--- config.mk ---
export PLATFORM = sky130hd
export DESIGN_NAME = truth_table_sweeper
export DESIGN_NICKNAME = d
export VERILOG_FILES = /design/src/rtl/truth_table_sweeper_pkg.sv /design/src/rtl/truth_table_sweeper_settle_timer.sv /design/src/rtl/truth_table_sweeper.sv
export SDC_FILE = /design/constraint.sdc
export NUM_CORES = 1
export LEC_CHECK = 0
export BUFFER_PORTS_ARGS = -buffer_cell sky130_fd_sc_hd__buf_2
export CAP_MARGIN = 20
export CORE_MARGIN = 2
export CORE_UTILIZATION = 40
export DETAILED_ROUTE_END_ITERATION = 8
export PLACE_DENSITY = 0.67
export SETUP_SLACK_MARGIN = 0.2
export SYNTH_ARGS = -nofsm -noshare
export SYNTH_HDL_FRONTEND = slang
export SYNTH_SLANG_ARGS = --single-unit
--- constraint.sdc ---
create_clock -name clk -period 5.9 [get_ports clk]
set_input_delay 0.59 -clock clk [delete_from_list [all_inputs] [get_ports clk]]
set_output_delay 0.59 -clock clk [all_outputs]
set_load 0.05 [all_outputs]
--- src/rtl/truth_table_sweeper_pkg.sv ---
// Shared definitions for the truth-table sweeper: FSM state encodings and
// reference truth tables for the boolean exercise expressions.
package truth_table_sweeper_pkg;

  typedef enum logic [1:0] {
    ST_IDLE   = 2'd0,
    ST_DRIVE  = 2'd1,
    ST_SAMPLE = 2'd2,
    ST_DONE   = 2'd3
  } state_e;

  // Truth table of (x'.y)'.z, bit i = f(vec == i)
  localparam logic [7:0] FXY4_TT  = 8'hA2;
  // Truth table of x'
  localparam logic [7:0] NOT_X_TT = 8'h0F;

endpackage

--- src/rtl/truth_table_sweeper_settle_timer.sv ---
// Loadable down-counter that measures how long a stimulus vector has been
// held; zero tells the sweeper that the stage has had time to settle.
module tt_settle_timer #(
  parameter int WIDTH = 1
) (
  input  logic             clk,
  input  logic             rst_n,
  input  logic             load,
  input  logic             en,
  input  logic [WIDTH-1:0] load_val,
  output logic             zero
);

  localparam logic [WIDTH-1:0] ONE = WIDTH'(1);

  logic [WIDTH-1:0] cnt_q;
  logic [WIDTH-1:0] cnt_d;

  // Load takes priority; otherwise count down and park at zero
  always_comb begin
    cnt_d = cnt_q;
    if (load) begin
      cnt_d = load_val;
    end else if (en && (cnt_q != '0)) begin
      cnt_d = cnt_q - ONE;
    end
  end

  // Counter register
  always_ff @(posedge clk or negedge rst_n) begin
    if (!rst_n) begin
      cnt_q <= '0;
    end else begin
      cnt_q <= cnt_d;
    end
  end

  assign zero = (cnt_q == '0);

endmodule

--- src/rtl/truth_table_sweeper.sv ---
// Clocked stimulus source and checker for an N_IN-input combinational stage:
// sweeps every input vector, samples the stage output after a settle time,
// builds the captured truth table and counts rows that differ from EXPECT.
module truth_table_sweeper
  import truth_table_sweeper_pkg::*;
#(
  parameter int                    N_IN   = 3,
  parameter int                    SETTLE = 1,
  parameter logic [(2**N_IN)-1:0]  EXPECT = FXY4_TT
) (
  input  logic                   clk,
  input  logic                   rst_n,
  input  logic                   start,
  output logic [N_IN-1:0]        vec_o,
  input  logic                   s_i,
  output logic                   busy,
  output logic                   done,
  output logic [(2**N_IN)-1:0]   table_o,
  output logic [N_IN:0]          err_cnt,
  output logic                   pass
);

  localparam int                 ROWS        = 2**N_IN;
  localparam int                 TW          = $clog2(SETTLE) + 1;
  localparam logic [TW-1:0]      SETTLE_LOAD = TW'(SETTLE - 1);
  localparam logic [N_IN-1:0]    LAST_VEC    = N_IN'(ROWS - 1);
  localparam logic [N_IN-1:0]    VEC_ONE     = N_IN'(1);
  localparam logic [N_IN:0]      ERR_ONE     = (N_IN + 1)'(1);

  state_e                state_q, state_d;
  logic [N_IN-1:0]       vec_q, vec_d;
  logic [ROWS-1:0]       table_q, table_d;
  logic [N_IN:0]         err_q, err_d;
  logic                  busy_q, busy_d;
  logic                  done_q, done_d;
  logic                  pass_q, pass_d;
  logic                  timer_load;
  logic                  timer_en;
  logic                  timer_zero;

  tt_settle_timer #(
    .WIDTH (TW)
  ) u_settle_timer (
    .clk      (clk),
    .rst_n    (rst_n),
    .load     (timer_load),
    .en       (timer_en),
    .load_val (SETTLE_LOAD),
    .zero     (timer_zero)
  );

  // Next-state, vector stepping, capture and error counting
  always_comb begin
    state_d    = state_q;
    vec_d      = vec_q;
    table_d    = table_q;
    err_d      = err_q;
    timer_load = 1'b0;
    timer_en   = 1'b0;

    case (state_q)
      ST_IDLE, ST_DONE: begin
        if (start) begin
          state_d    = ST_DRIVE;
          vec_d      = '0;
          table_d    = '0;
          err_d      = '0;
          timer_load = 1'b1;
        end
      end
      ST_DRIVE: begin
        if (timer_zero) begin
          state_d = ST_SAMPLE;
        end else begin
          timer_en = 1'b1;
        end
      end
      ST_SAMPLE: begin
        table_d[vec_q] = s_i;
        if (s_i != EXPECT[vec_q]) begin
          err_d = err_q + ERR_ONE;
        end
        if (vec_q == LAST_VEC) begin
          state_d = ST_DONE;
        end else begin
          vec_d      = vec_q + VEC_ONE;
          timer_load = 1'b1;
          state_d    = ST_DRIVE;
        end
      end
      default: begin
        state_d = ST_IDLE;
      end
    endcase

    busy_d = (state_d == ST_DRIVE) || (state_d == ST_SAMPLE);
    done_d = (state_d == ST_DONE);
    pass_d = done_d && (err_d == '0);
  end

  // State and registered outputs; reset aborts any sweep in progress
  always_ff @(posedge clk or negedge rst_n) begin
    if (!rst_n) begin
      state_q <= ST_IDLE;
      vec_q   <= '0;
      table_q <= '0;
      err_q   <= '0;
      busy_q  <= 1'b0;
      done_q  <= 1'b0;
      pass_q  <= 1'b0;
    end else begin
      state_q <= state_d;
      vec_q   <= vec_d;
      table_q <= table_d;
      err_q   <= err_d;
      busy_q  <= busy_d;
      done_q  <= done_d;
      pass_q  <= pass_d;
    end
  end

  assign vec_o   = vec_q;
  assign busy    = busy_q;
  assign done    = done_q;
  assign table_o = table_q;
  assign err_cnt = err_q;
  assign pass    = pass_q;

endmodule

==> out/qor.yml <==
pwr:
  ir_drop_mv: 0.304
  power.density_mw_per_mm2: 450
  power.internal_w: 0.000312
  p_sw_frac: 0.482
  power.leakage_nw: 0.649
  seq_power_share: 0.333
  clkPwrFrac: 0.117
  p_switching_w: 0.000291
  p_comb_frac: 0.551
die:
  start_util: 0.426
  io_pins: 22
  die_h_microns: 58.7
  die_w_microns: 58.7
  core_sq_mm: 0.00281
  die_area_sq_mm: 0.00344
  num_rows: 19
cells_and_area:
  area_growth_pct: 12.0
  mostFrequentLayoutCells: "dfrtp_1 (21), buf_2 (21), o21ai_0 (20), nand2_1 (8), ha_1 (7)"
  final_nets: 151
  diodes: 0
  fill_cells: 284
  stdcell_count: 170
  drive_gt1_frac: 0.209
synth:
  netlist_instances: 121
  synth-seq-cells: 21
  synth_mux_area_frac: 0.0617
  ys_warn_count: 0
  synth-simple-area-share: 0.128
  syn_nets: 132
  yosysUniqueCellTypes: 35
  synth_top_family_by_area: "compound AO/OA/AOI/OAI gates"
  synth-compound-area-share: 0.250
  avgSynthCellArea_sq_um: 9.89
  ys_seq_area_frac: 0.439
  ys.flop_type: "dfrtp_1"
  ys_async_sr_fraction: 1.00
  synth-edff-count: 0
  synthAdderAreaFrac: 0.0732
  synthXorXnorAreaFrac: 0.00732
  syn_area_sq_mm: 0.00120
timing:
  tightest_slew_ps: 550
  setup_viol: 0
  fin_skew_ps: 1.42
  period_share: 0.369
  rsz0062_at_grt: "false"
  setup_tns_ps: 0
  slew-limit-headroom: 0.623
  max_freq_mhz: 459
  hold_viol: 0
  post-route-min-period_ps: 2180
  slew_viol_final: 0
placement:
  numPlacedInstances: 166
  dp_hpwl_microns: 1810
  portBuffers: 21
  place.gp.congestion: 0.820
global_routing:
  antenna_found_initial: 0
  use_met3: 0.0220
  grt_pass1_vias: 927
  top_usage_layer: "met2"
  grt_usage: 0.155
  gr-usage-met2: 0.247
  grt_overflow_total: 0
  grtUsageMet1: 0.219
  grt_max_degree: 22
  grt_pass1_wl_microns: 4200
clock_tree:
  clk_pin_slew_ps: 120
  cts_resized: 0
  clk_latency_ps: 300
  clock-sinks: 21
  cts-root-buf: "clkbuf_4"
  clk_path_buf_depth: 2
  htreeDepth: 1
  cts_hold_buf: 0
  numCtsBuffers: 3
  post_cts_buffers: 0
  cts_tree: "yes"
routing:
  routedWlPerCell_microns: 14.6
  first_pass_iters: 6
  first_iter_violations: 31
  drc_errors: 1
  antenna_left: 0
  routed_via_density: 5.64
  drt-total-wl_microns: 2480
  vias: 958
worst_setup_path:
  worst-path-buf-inv: 1
  path_cells: "inv_1, ha_1, or3b_2, mux2i_1, or4_1, a211oi_2"
  crit_type: "register to register"
  crit_required_ps: 6100
  cp-endpoint: "pass"
  cpPeakStageDelay_ps: 510
  crit_family: "simple AND/OR/NAND/NOR gates"
  r2r_slack_ps: 3720
  start_kind: "register"
  timing.rr.end: "pass"
  end_kind: "register"
  rr_worst_depth: 6
  arrival_ps: 2380
  slowest_stage: "ha_1"
  critPathLaunch: "state_q[0]"
  cp.depth: 6
  r2r-start: "state_q[0]"
  path_max_fanout: 17
run_status:
  violations: "design-rule violations"
  status: "finished with violations"
hold_path:
  hold_path_class: "primary input to async pin"
run:
  drv_cap: 0
-- cell usage after synthesis, types with 2 or more instances --
library cell | number | share of area
dfrtp_1 | 21 | 0.44
o21ai_0 | 20 | 0.084
nand2_1 | 8 | 0.025
clkbuf_1 | 7 | 0.022
ha_1 | 7 | 0.073
inv_1 | 6 | 0.019
a22o_1 | 5 | 0.037
a21oi_1 | 4 | 0.017
mux2i_1 | 4 | 0.033
nand2b_1 | 4 | 0.021
o21a_1 | 4 | 0.025
o31ai_1 | 4 | 0.025
nor2_1 | 3 | 0.0094
a31oi_1 | 2 | 0.010
nor2b_1 | 2 | 0.010
-- worst reg2reg max path: stages (launching register included) --
cell      delay, ps
dfrtp_1         410
inv_1           100
ha_1            510
or3b_2          510
mux2i_1         300
or4_1           190
a211oi_2         70
-- power groups by stage --
stage               registers, W  logic [W]  clock network (W)
global route            0.000205   0.000371          0.0000768
detailed placement      0.000204   0.000332                  0
CTS                     0.000201   0.000334          0.0000722
floorplan               0.000261   0.000204                  0
finish                  0.000201   0.000332          0.0000704
global placement        0.000202   0.000324                  0
-- state kept, by name, indices dropped and copies added (netlist names) --
register	cells
table_o	8
err_cnt	4
vec_o	3
state_q	2
busy	1
done	1
pass	1
u_settle_timer.cnt_q	1
-- worst min-delay path by stage --
stage	start	end	cells after the start
4_1_cts	rst_n	table_o[4]	1
5_1_grt	rst_n	table_o[4]	1
3_5_place_dp	table_o[6]	table_o[6]	2
6_report	rst_n	table_o[4]	1
3_3_place_gp	table_o[6]	table_o[6]	2
2_1_floorplan	rst_n	busy	0
-- layout make-up --
type | instances | area (sq um) | share of cell area
multi-input cells | 87 | 622 | 0.464
flip-flops and latches | 21 | 526 | 0.392
repair buffers | 21 | 105 | 0.0784
well taps | 31 | 38.8 | 0.0289
clock buffers | 4 | 26.3 | 0.0196
inverters | 6 | 22.5 | 0.0168
-- layer usage --
metal	share of wire	up-vias
met5	0	-
met4	0.011	0
met3	0.027	4
met2	0.46	14
met1	0.50	462
li1	-	478
-- logic make-up (layout without fill, tap and decap cells) --
kind of cell             count (synthesis)  in the layout
buffers and inverters                   13             31
AND/OR/NAND/NOR                         27             27
AO/OA/AOI/OAI                           46             46
adder cells (fa/ha/maj)                  7              7
flip-flops                              21             21
XOR/XNOR                                 1              1
multiplexers                             6              6
-- metrics by stage --
step	cell area, sq um	setup slack, ps	total power [W]	utilization	hold WS [ps]
after floorplan	1200	3580	0.000465	-	294
after global placement	1310	3830	0.000526	0.468	485
after detailed placement	1310	3740	0.000535	0.468	495
after CTS	1340	3710	0.000607	0.478	235
after global routing	1340	3540	0.000653	0.478	248
final	1340	3720	0.000603	0.478	221
(Power assumes the default switching activity.)
